File: src/rtl/fps_arb_pkg.sv
// Shared types and constants for the fps_stream_arbiter block.
// The optional HUNT dwell timeout is enabled by defining FPS_ARB_HUNT_TIMEOUT_EN.
package fps_arb_pkg;

    localparam int SEL_WIDTH = 2;

    localparam logic MODE_FIXED = 1'b0;
    localparam logic MODE_RR    = 1'b1;

    typedef enum logic [1:0] {
        ST_DISABLED = 2'd0,
        ST_HUNT     = 2'd1,
        ST_PASS     = 2'd2
    } arb_state_t;

    function automatic logic [SEL_WIDTH-1:0] rr_next(input logic [SEL_WIDTH-1:0] cur,
                                                     input int num_sources);
        if (int'(cur) >= num_sources - 1)
            return '0;
        return cur + 1'b1;
    endfunction

endpackage

File: src/rtl/axis_src_mux.sv
// Combinational N-to-1 AXI-Stream select; the selected source gets the gated
// ready, every other source gets the drain ready.
module axis_src_mux
    import fps_arb_pkg::*;
#(
    parameter int NUM_SOURCES     = 2,
    parameter int AXIS_DATA_WIDTH = 8
) (
    input  logic [SEL_WIDTH-1:0]                   i_sel,
    input  logic [NUM_SOURCES-1:0]                 i_src_tuser,
    input  logic [NUM_SOURCES-1:0]                 i_src_tvalid,
    input  logic [NUM_SOURCES-1:0]                 i_src_tlast,
    input  logic [NUM_SOURCES*AXIS_DATA_WIDTH-1:0] i_src_tdata,
    output logic [NUM_SOURCES-1:0]                 o_src_tready,
    input  logic                                   i_sel_tready,
    input  logic                                   i_drain_tready,
    output logic                                   o_tuser,
    output logic                                   o_tvalid,
    output logic                                   o_tlast,
    output logic [AXIS_DATA_WIDTH-1:0]             o_tdata
);

    always_comb begin
        // NOTE: every output gets a default first, so no path through the loop infers a latch.
        o_tuser      = 1'b0;
        o_tvalid     = 1'b0;
        o_tlast      = 1'b0;
        o_tdata      = '0;
        o_src_tready = {NUM_SOURCES{i_drain_tready}};
        for (int k = 0; k < NUM_SOURCES; k++) begin
            if (i_sel == SEL_WIDTH'(k)) begin
                o_tuser         = i_src_tuser[k];
                o_tvalid        = i_src_tvalid[k];
                o_tlast         = i_src_tlast[k];
                o_tdata         = i_src_tdata[k*AXIS_DATA_WIDTH +: AXIS_DATA_WIDTH];
                o_src_tready[k] = i_sel_tready;
            end
        end
    end

endmodule

File: src/rtl/fps_stream_arbiter.sv
// Shares one fps_counter between up to four AXIS sources, switching only on SOF.
// Define FPS_ARB_HUNT_TIMEOUT_EN to add the HUNT dwell timeout and o_hunt_timeout.
module fps_stream_arbiter
    import fps_arb_pkg::*;
#(
    parameter int AXIS_DATA_WIDTH  = 8,
    parameter int NUM_SOURCES      = 2,
    parameter int SWITCH_CNT_WIDTH = 16
`ifdef FPS_ARB_HUNT_TIMEOUT_EN
    ,
    parameter int HUNT_TIMEOUT     = 1_000_000
`endif
) (
    input  logic                                   i_axi_clk,
    input  logic                                   i_axi_rst,
    input  logic                                   i_enable,
    input  logic                                   i_mode,
    input  logic [SEL_WIDTH-1:0]                   i_fixed_sel,
    input  logic [7:0]                             i_frames_per_slot,
    input  logic [NUM_SOURCES-1:0]                 i_axis_src_tuser,
    input  logic [NUM_SOURCES-1:0]                 i_axis_src_tvalid,
    input  logic [NUM_SOURCES-1:0]                 i_axis_src_tlast,
    input  logic [NUM_SOURCES*AXIS_DATA_WIDTH-1:0] i_axis_src_tdata,
    output logic [NUM_SOURCES-1:0]                 o_axis_src_tready,
    output logic                                   o_axis_out_tuser,
    output logic                                   o_axis_out_tvalid,
    output logic                                   o_axis_out_tlast,
    output logic [AXIS_DATA_WIDTH-1:0]             o_axis_out_tdata,
    input  logic                                   i_axis_out_tready,
    output logic [SEL_WIDTH-1:0]                   o_active_src,
    output logic                                   o_locked,
    output logic [SWITCH_CNT_WIDTH-1:0]            o_switch_count
`ifdef FPS_ARB_HUNT_TIMEOUT_EN
    ,
    output logic                                   o_hunt_timeout
`endif
);

    arb_state_t                  r_state;
    arb_state_t                  w_next_state;
    logic [SEL_WIDTH-1:0]        r_active;
    logic [SEL_WIDTH-1:0]        w_next_active;
    logic [7:0]                  r_frame_cnt;
    logic [SWITCH_CNT_WIDTH-1:0] r_switch_count;
    logic                        r_out_hold;
    logic                        w_switch;
    logic                        w_sel_tready;

    logic                        w_sel_tuser;
    logic                        w_sel_tvalid;
    logic                        w_sel_tlast;
    logic [AXIS_DATA_WIDTH-1:0]  w_sel_tdata;

    axis_src_mux #(
        .NUM_SOURCES     (NUM_SOURCES),
        .AXIS_DATA_WIDTH (AXIS_DATA_WIDTH)
    ) u_mux (
        .i_sel          (r_active),
        .i_src_tuser    (i_axis_src_tuser),
        .i_src_tvalid   (i_axis_src_tvalid),
        .i_src_tlast    (i_axis_src_tlast),
        .i_src_tdata    (i_axis_src_tdata),
        .o_src_tready   (o_axis_src_tready),
        .i_sel_tready   (w_sel_tready & i_axi_rst),
        .i_drain_tready (i_axi_rst),
        .o_tuser        (w_sel_tuser),
        .o_tvalid       (w_sel_tvalid),
        .o_tlast        (w_sel_tlast),
        .o_tdata        (w_sel_tdata)
    );

    logic                 w_sel_ok;
    logic                 w_slot_done;
    logic                 w_pending;
    logic                 w_sof;
    logic                 w_block;
    logic                 w_pass;
    logic [SEL_WIDTH-1:0] w_rr_next;

    assign w_sel_ok    = int'(i_fixed_sel) < NUM_SOURCES;
    assign w_rr_next   = rr_next(r_active, NUM_SOURCES);
    assign w_slot_done = r_frame_cnt >= ((i_frames_per_slot == 8'd0) ? 8'd1 : i_frames_per_slot);
    assign w_pending   = !i_enable
                       || (i_mode == MODE_FIXED && w_sel_ok && i_fixed_sel != r_active)
                       || (i_mode == MODE_RR && w_slot_done);
    assign w_sof       = w_sel_tvalid & w_sel_tuser;
    assign w_pass      = (r_state == ST_PASS);
    // A beat already offered downstream must not be retracted, so hold off decisions.
    assign w_block     = w_pass && w_pending && !r_out_hold && w_sof;

    assign o_axis_out_tvalid = w_pass & w_sel_tvalid & !w_block;
    assign o_axis_out_tuser  = w_pass & w_sel_tuser;
    assign o_axis_out_tlast  = w_pass & w_sel_tlast;
    assign o_axis_out_tdata  = w_pass ? w_sel_tdata : '0;
    assign o_active_src      = r_active;
    assign o_locked          = w_pass;
    assign o_switch_count    = r_switch_count;

`ifdef FPS_ARB_HUNT_TIMEOUT_EN
    localparam int HT_W = $clog2(HUNT_TIMEOUT + 1);
    logic [HT_W-1:0] r_hunt_cnt;
    logic            r_hunt_timeout;
    logic            w_timeout_adv;
    assign o_hunt_timeout = r_hunt_timeout;
`endif

    always_comb begin
        w_next_state  = r_state;
        w_next_active = r_active;
        w_switch      = 1'b0;
        w_sel_tready  = 1'b0;
`ifdef FPS_ARB_HUNT_TIMEOUT_EN
        w_timeout_adv = 1'b0;
`endif
        case (r_state)
            ST_DISABLED: begin
                w_sel_tready = 1'b1;
                if (i_enable) begin
                    w_next_state = ST_HUNT;
                    if (i_mode == MODE_FIXED && w_sel_ok)
                        w_next_active = i_fixed_sel;
                end
            end
            ST_HUNT: begin
                w_sel_tready = !w_sof;
                if (!i_enable)
                    w_next_state = ST_DISABLED;
                else if (w_sof)
                    w_next_state = ST_PASS;
`ifdef FPS_ARB_HUNT_TIMEOUT_EN
                else if (r_hunt_cnt == HT_W'(HUNT_TIMEOUT - 1)) begin
                    w_timeout_adv = 1'b1;
                    w_next_active = w_rr_next;
                end
`endif
            end
            ST_PASS: begin
                w_sel_tready = w_block ? 1'b0 : i_axis_out_tready;
                if (w_block) begin
                    if (i_enable) begin
                        w_next_state  = ST_HUNT;
                        w_switch      = 1'b1;
                        w_next_active = (i_mode == MODE_RR) ? w_rr_next : i_fixed_sel;
                    end else begin
                        w_next_state = ST_DISABLED;
                    end
                end
            end
            default: w_next_state = ST_DISABLED;
        endcase
    end

    always_ff @(posedge i_axi_clk or negedge i_axi_rst) begin
        if (!i_axi_rst) begin
            r_state        <= ST_DISABLED;
            r_active       <= '0;
            r_frame_cnt    <= '0;
            r_switch_count <= '0;
            r_out_hold     <= 1'b0;
        end else begin
            // NOTE: non-blocking assignments so every register samples pre-edge values.
            r_state    <= w_next_state;
            r_active   <= w_next_active;
            r_out_hold <= o_axis_out_tvalid & !i_axis_out_tready;
            if (w_block)
                r_frame_cnt <= '0;
            else if (o_axis_out_tvalid && i_axis_out_tready && w_sel_tuser && r_frame_cnt != 8'hFF)
                r_frame_cnt <= r_frame_cnt + 8'd1;
            if (w_switch)
                r_switch_count <= r_switch_count + 1'b1;
        end
    end

`ifdef FPS_ARB_HUNT_TIMEOUT_EN
    always_ff @(posedge i_axi_clk or negedge i_axi_rst) begin
        if (!i_axi_rst) begin
            r_hunt_cnt     <= '0;
            r_hunt_timeout <= 1'b0;
        end else begin
            if (r_state == ST_HUNT && w_next_state == ST_HUNT && !w_timeout_adv)
                r_hunt_cnt <= r_hunt_cnt + 1'b1;
            else
                r_hunt_cnt <= '0;
            if (w_timeout_adv)
                r_hunt_timeout <= 1'b1;
        end
    end
`endif

endmodule
File: config.mk
export PLATFORM = sky130hd
export DESIGN_NAME = fps_stream_arbiter
export DESIGN_NICKNAME = d
export VERILOG_FILES = /design/src/rtl/fps_arb_pkg.sv /design/src/rtl/axis_src_mux.sv /design/src/rtl/fps_stream_arbiter.sv
export SDC_FILE = /design/constraint.sdc
export NUM_CORES = 1
export LEC_CHECK = 0
export ABC_AREA = 1
export BUFFER_PORTS_ARGS = -buffer_cell sky130_fd_sc_hd__buf_2
export CAP_MARGIN = 10
export CORE_MARGIN = 5
export CORE_UTILIZATION = 50
export CTS_CLUSTER_DIAMETER = 150
export DETAILED_ROUTE_END_ITERATION = 7
export MAX_ROUTING_LAYER = met4
export PLACE_DENSITY = 0.86
export SYNTH_ARGS = -nofsm -noshare
export SYNTH_HDL_FRONTEND = slang
export SYNTH_SLANG_ARGS = --single-unit
File: constraint.sdc
create_clock -name i_axi_clk -period 5.39 [get_ports i_axi_clk]
set_clock_uncertainty 0.15 [all_clocks]
set_input_delay 0 -clock i_axi_clk [delete_from_list [all_inputs] [get_ports i_axi_clk]]
set_output_delay 0 -clock i_axi_clk [all_outputs]
set_load 0.02 [all_outputs]
# Yosys cells after proc, flatten, opt, wreduce, memory -nomap -nowiden
# Index checks and enable logic that the tools add are counted.
[word_totals] word_cells=86 input_bits=37 reg_bits=29
[classes] n_reduce_logical=23 addsub=3 bitwise_logic=8 order_cmp=3 n_eq_ne=10 mux=34
[ops] cell="$mux W8" n=6
[ops] cell="$mux W2" n=11
[ops] cell="$add A16 B1 Y16 const B" n=1
[ops] cell="$mux W1" n=14
[ops] cell="$logic_and A1 B1 Y1" n=9
[ops] cell="$add A8 B1 Y8 const B" n=1
[ops] cell="$ge A8 B8 Y1" n=1
[ops] cell="$logic_not A8 Y1" n=1
[ops] cell="$ne A2 B2 Y1 const B" n=4
[ops] cell="$ne A8 B8 Y1 const B" n=1
[ops] cell="$and A1 B1 Y1" n=7
[ops] cell="$pmux W2 S3" n=1
[ops] cell="$logic_not A1 Y1" n=5
[ops] cell="$reduce_and A5 Y1" n=1
[ops] cell="$eq A2 B1 Y1 const B" n=2
[ops] cell="$logic_not A2 Y1" n=2
[ops] cell="$pmux W2 S2" n=1
[ops] cell="$reduce_bool A2 Y1" n=2
[ops] cell="$ne A3 B3 Y1 const B" n=1
[ops] cell="$pmux W1 S3" n=1
[ops] cell="$reduce_and A3 Y1" n=1
[ops] cell="$add A2 B1 Y2 const B" n=1
[ops] cell="$eq A2 B2 Y1 const B" n=1
[ops] cell="$ge A2 B1 Y1 const B" n=1
[ops] cell="other kinds (4)" n=5

# Depth between registers and ports, before layout
[depth] ltp_word=15 ltp_mapped=17 mapped_depth_nobuf=17

# Hierarchy
# A second synthesis with hierarchy kept.
[hier_totals] cells_unflattened=315 area_unflattened_um2=2219.6
[by_module_without_submodules] mod="fps_stream_arbiter" seq_area_each_um2=725.7 area_per_inst_um2=2019.4 cells_each=270 instances=1
[by_module_without_submodules] mod="axis_src_mux" seq_area_each_um2=0.0 area_per_inst_um2=200.2 cells_each=45 instances=1

# Worst setup path before layout
# Ideal clock, no wire load.
[synth_path] path_kind="reg2reg" start="register r_active[1], in the netlist o_active_src[1]" end="register r_switch_count[2], in the netlist o_switch_count[2]" stages_incl_launch_ff=15 t_arrival_ns=1.838 slack_ns=3.273 required_time_ns=5.111 cell_sequence="dfrtp_1 inv_1 ha_1 inv_1 nand2_1 inv_2 buf_6 nand2_2 nand2_2 nand2_2 nor3_4 nand2_4 nor2_8 buf_6 o21ai_0"
[synth_between] elab_chain_len=9 elab_cells_between_ends=16 classes_between="2 x eq/ne; 6 x mux; 1 x bitwise; 7 x reduce/logical"
[synth_lines] item="start, declared" line="fps_stream_arbiter.sv:41" rtl="logic [SEL_WIDTH-1:0] r_active;"
[synth_lines] item="start signal, assigned" line="fps_stream_arbiter.sv:163" rtl="r_active <= w_next_active;"
[synth_lines] item="$ne A2 B2 Y1" line="fps_stream_arbiter.sv:84" rtl="|| (i_mode == MODE_FIXED && w_sel_ok && i_fixed_sel != r_active)"
[synth_lines] item="$logic_and A1 B1 Y1" line="fps_stream_arbiter.sv:84"
[synth_lines] item="$logic_or A1 B1 Y1" line="fps_stream_arbiter.sv:84"
[synth_lines] item="$logic_or A1 B1 Y1" line="fps_stream_arbiter.sv:85" rtl="|| (i_mode == MODE_RR && w_slot_done);"
[synth_lines] item="$logic_and A1 B1 Y1 (2 in series)" line="fps_stream_arbiter.sv:89" rtl="assign w_block = w_pass && w_pending && !r_out_hold && w_sof;"
[synth_lines] item="$logic_and A1 B1 Y1 *" line="fps_stream_arbiter.sv:89"
[synth_lines] item="$mux W1 *" line="fps_stream_arbiter.sv:139" rtl="if (w_block) begin"
[synth_lines] item="$mux W1 *" line="fps_stream_arbiter.sv:115" rtl="case (r_state)"
[synth_lines] item="end signal, assigned" line="fps_stream_arbiter.sv:170" rtl="r_switch_count <= r_switch_count + 1'b1;"
[synth_lines] item="end, declared" line="fps_stream_arbiter.sv:44" rtl="logic [SWITCH_CNT_WIDTH-1:0] r_switch_count;"
# Mark *: on every way between the ends. The rest lies on a longest branch, timed or not.
# A chain may end at the register's enable or synchronous reset.

# Worst setup path in the final report
[layout_path] start="register r_active[1], in the netlist o_active_src[1]" end="register r_out_hold"
[layout_between] elab_chain_len=10 elab_cells_between_ends=18 classes_between="2 x eq/ne; 4 x mux; 4 x bitwise; 8 x reduce/logical"
[layout_lines] item="$ne A2 B2 Y1" line="fps_stream_arbiter.sv:84"
[layout_lines] item="$logic_and A1 B1 Y1" line="fps_stream_arbiter.sv:84"
[layout_lines] item="$logic_or A1 B1 Y1" line="fps_stream_arbiter.sv:84"
[layout_lines] item="$logic_or A1 B1 Y1" line="fps_stream_arbiter.sv:85"
[layout_lines] item="$logic_and A1 B1 Y1 (3 in series)" line="fps_stream_arbiter.sv:89"
[layout_lines] item="$logic_not A1 Y1" line="fps_stream_arbiter.sv:91" rtl="assign o_axis_out_tvalid = w_pass & w_sel_tvalid & !w_block;"
[layout_lines] item="$and A1 B1 Y1 *" line="fps_stream_arbiter.sv:91"
[layout_lines] item="$and A1 B1 Y1 *" line="fps_stream_arbiter.sv:164" rtl="r_out_hold <= o_axis_out_tvalid & !i_axis_out_tready;"
[layout_lines] item="end signal, assigned" line="fps_stream_arbiter.sv:164"
[layout_lines] item="end, declared" line="fps_stream_arbiter.sv:45" rtl="logic r_out_hold;"
# Marked as above.

==> impl_metrics.json <==
{
  "fin_crit_sh_pct": 49.8,
  "cts.sinks": 29,
  "synth.distinct_cells": 29,
  "vias": 2252,
  "firstDrtPassIters": 5,
  "synth.avg_cell_area_um2": 7.06,
  "ant_nets": 0,
  "clock_latency_ns": 0.29,
  "post_cts_buffers": 0,
  "cp.arrival_ns": 2.71,
  "post_drt_via_cell_ratio": 5.14,
  "ys_seq_elements": 29,
  "finalInstanceArea_mm2": 0.00274,
  "clk_path_buf_depth": 2,
  "synth_fp_nets": 361,
  "ys_seq_area_share_pct": 33.0,
  "synth_edf_count": 0,
  "place_area_mm2": 0.00255,
  "synthFlopType": "dfrtp_1",
  "maxCapViolations": 0,
  "synth_common_cells": "99 x nand2_1, 41 x inv_1, 29 x dfrtp_1",
  "fin_nets": 435,
  "antenna_cells": 0,
  "finalSetupTns_ns": 0,
  "die_x_um": 76.3,
  "syn_to_final_growth_pct": 24.6,
  "n_fill_cell": 372,
  "grtUsageTotal_pct": 20.1,
  "routabilityCongestion": 0.933,
  "pin_count": 69,
  "worst_slew_pin_slew_ns": 0.681,
  "status": "finished clean",
  "cts_tree": "done",
  "post-route-min-period_ns": 2.68,
  "drive_above_1_share_pct": 23.1,
  "initial_core_util_pct": 51.1,
  "fp.dieH_um": 76.3,
  "grt_overflow_total": 0,
  "routed_wl_mm": 5.47,
  "slew_headroom_pct": 54.6,
  "pwr_density_cell_mw_per_mm2": 402,
  "max-vdd-ir-drop_uv": 335,
  "dieArea_mm2": 0.00582,
  "hold_viol_final": 0,
  "yosys_warnings": 0,
  "start_kind": "flip-flop",
  "dpl.hpwl_mm": 4.14,
  "critPathKind": "reg2reg",
  "synth_top_cell_area_share_pct": 33.0,
  "syn_area_mm2": 0.00220,
  "yosysMostFrequentCell": "nand2_1",
  "fmax_ghz": 0.373,
  "antenna_found_initial": 0,
  "htreeDepth": 2,
  "async_flop_share_pct": 100,
  "io_buffers": 68,
  "cts_buffers": 5,
  "finalMaxSlewViolations": 0,
  "root_buffer": "clkbuf_8",
  "endpoint_kind": "flip-flop",
  "drt-initial-drc-count": 192,
  "rsz0062_at_grt": "no",
  "row_count": 24,
  "cp_data_required_time_ns": 5.41,
  "yosys.area.top_type": "dfrtp_1",
  "wire_per_inst_um": 12.5,
  "grt_max_degree": 32,
  "grt_pass1_vias": 2210,
  "yosys-top-cells-area": "dfrtp_1 33%, nand2_1 17%, ha_1 7.4%, inv_1 7.0%, xor2_1 5.6%",
  "synth_cells": 311,
  "leakage_nw": 1.53,
  "hold_path.class": "in2reg",
  "core_area_mm2": 0.00429,
  "drc": 0,
  "grt_first_pass_wirelength_mm": 9.56,
  "clk_pin_slew_worst_paths_ns": 0.07,
  "setup_viol": 0,
  "critPathMaxFanout": 13
}
## power by group
group	switching, mW	internal, mW
Clock	0.0908	0.184
Sequential	0.0626	0.275
Combinational	0.324	0.162
Total	0.478	0.621
## kinds of logic after synthesis
kind of cell	share of synthesized area, %
simple gates	33.0
buf+inv	9.74
compound gates	9.52
flops	33.0
xor+xnor	6.78
fa+ha+maj	7.41
mux	0.513
## routing by layer
metal / vias up / GRT usage, % / wire length, um
met5: - / - / 0
li1: 1142 / - / -
met1: 1032 / 22.2 / 2250
met4: 0 / 6.64 / 93
met3: 9 / 5.08 / 330
met2: 69 / 35.2 / 2800
## flip-flops by register name (all words and copies together) (netlist names)
register        flops
r_frame_cnt         8
r_state             2
o_active_src        2
r_out_hold          1
o_switch_count     16
## repair_timing
action,4_1_cts,5_1_grt
hold buffers,5,0
endpoints found under the setup margin,0,0
endpoints found under the hold margin,33,0
gates resized for setup,0,0
## area by class of cell
class | instances | area [um2] | share of cell area (%)
Tap cell | 52 | 65.1 | 2.38
Inverter | 44 | 165 | 6.04
Multi-Input combinational cell | 232 | 1260 | 45.9
Clock inverter | 3 | 65.1 | 2.38
Sequential cell | 29 | 726 | 26.5
Clock buffer | 5 | 68.8 | 2.51
Timing Repair Buffer | 73 | 390 | 14.3
## critical path, stage by stage (launching register included)
cell and delay (ns):
dfrtp_1 0.38, inv_1 0.09, ha_1 0.34, inv_1 0.10, nand2_1 0.06, inv_2 0.14
nand2_1 0.09, nand2_1 0.09, nand2_2 0.09, nor3_4 0.16, nand2_4 0.15, nand3_1 0.13
nor2_1 0.05, dlygate4sd3_1 0.55
## worst paths after layout
path	from	endpoint	slack [ns]	depth (start not counted)
min reg2reg	o_active_src[1]	o_active_src[1]	0.38	2
max in group asynchronous	i_axi_rst	r_state[0]	4.51	2
max reg2reg	o_active_src[1]	r_out_hold	2.71	13
max	o_active_src[1]	r_out_hold	2.71	13
min	i_fixed_sel[0]	o_active_src[0]	0.03	4
min in group asynchronous	i_axi_rst	o_switch_count[7]	0.13	2
## cells in the final DEF, fill, tap and decap left out, types with 2 or more instances in the layout
cell type      netlist  routed
buf_2                0      68
nand4_1              4       4
clkbuf_8             0       5
dlygate4sd3_1        0       5
inv_2                3       3
nor3_1               7       7
nand2_1             99      99
ha_1                13      13
o21ai_1              4       4
o21ai_0             15      15
a21oi_1             15      15
xnor2_1              3       3
nand2_2              3       3
nor2_1              21      21
xor2_1              14      14
dfrtp_1             29      29
inv_1               41      41
nand3_1             20      20
bufinv_16            0       2
nor4_1               5       5
## stage by stage
step	setup WS (ns)	instances	utilization, %	hold WS, ns	power (mW)
floorplan	3.27	311	-	-0.446	0.688
finish	2.71	438	63.7	0.0267	1.10
global placement	2.96	425	59.4	-0.0870	0.802
CTS	2.73	438	63.7	0.0115	1.10
global route	2.44	438	63.7	0.0340	1.19
detailed placement	2.84	425	59.4	-0.0671	0.822
Note: power is estimated with default switching activity, not from simulation.
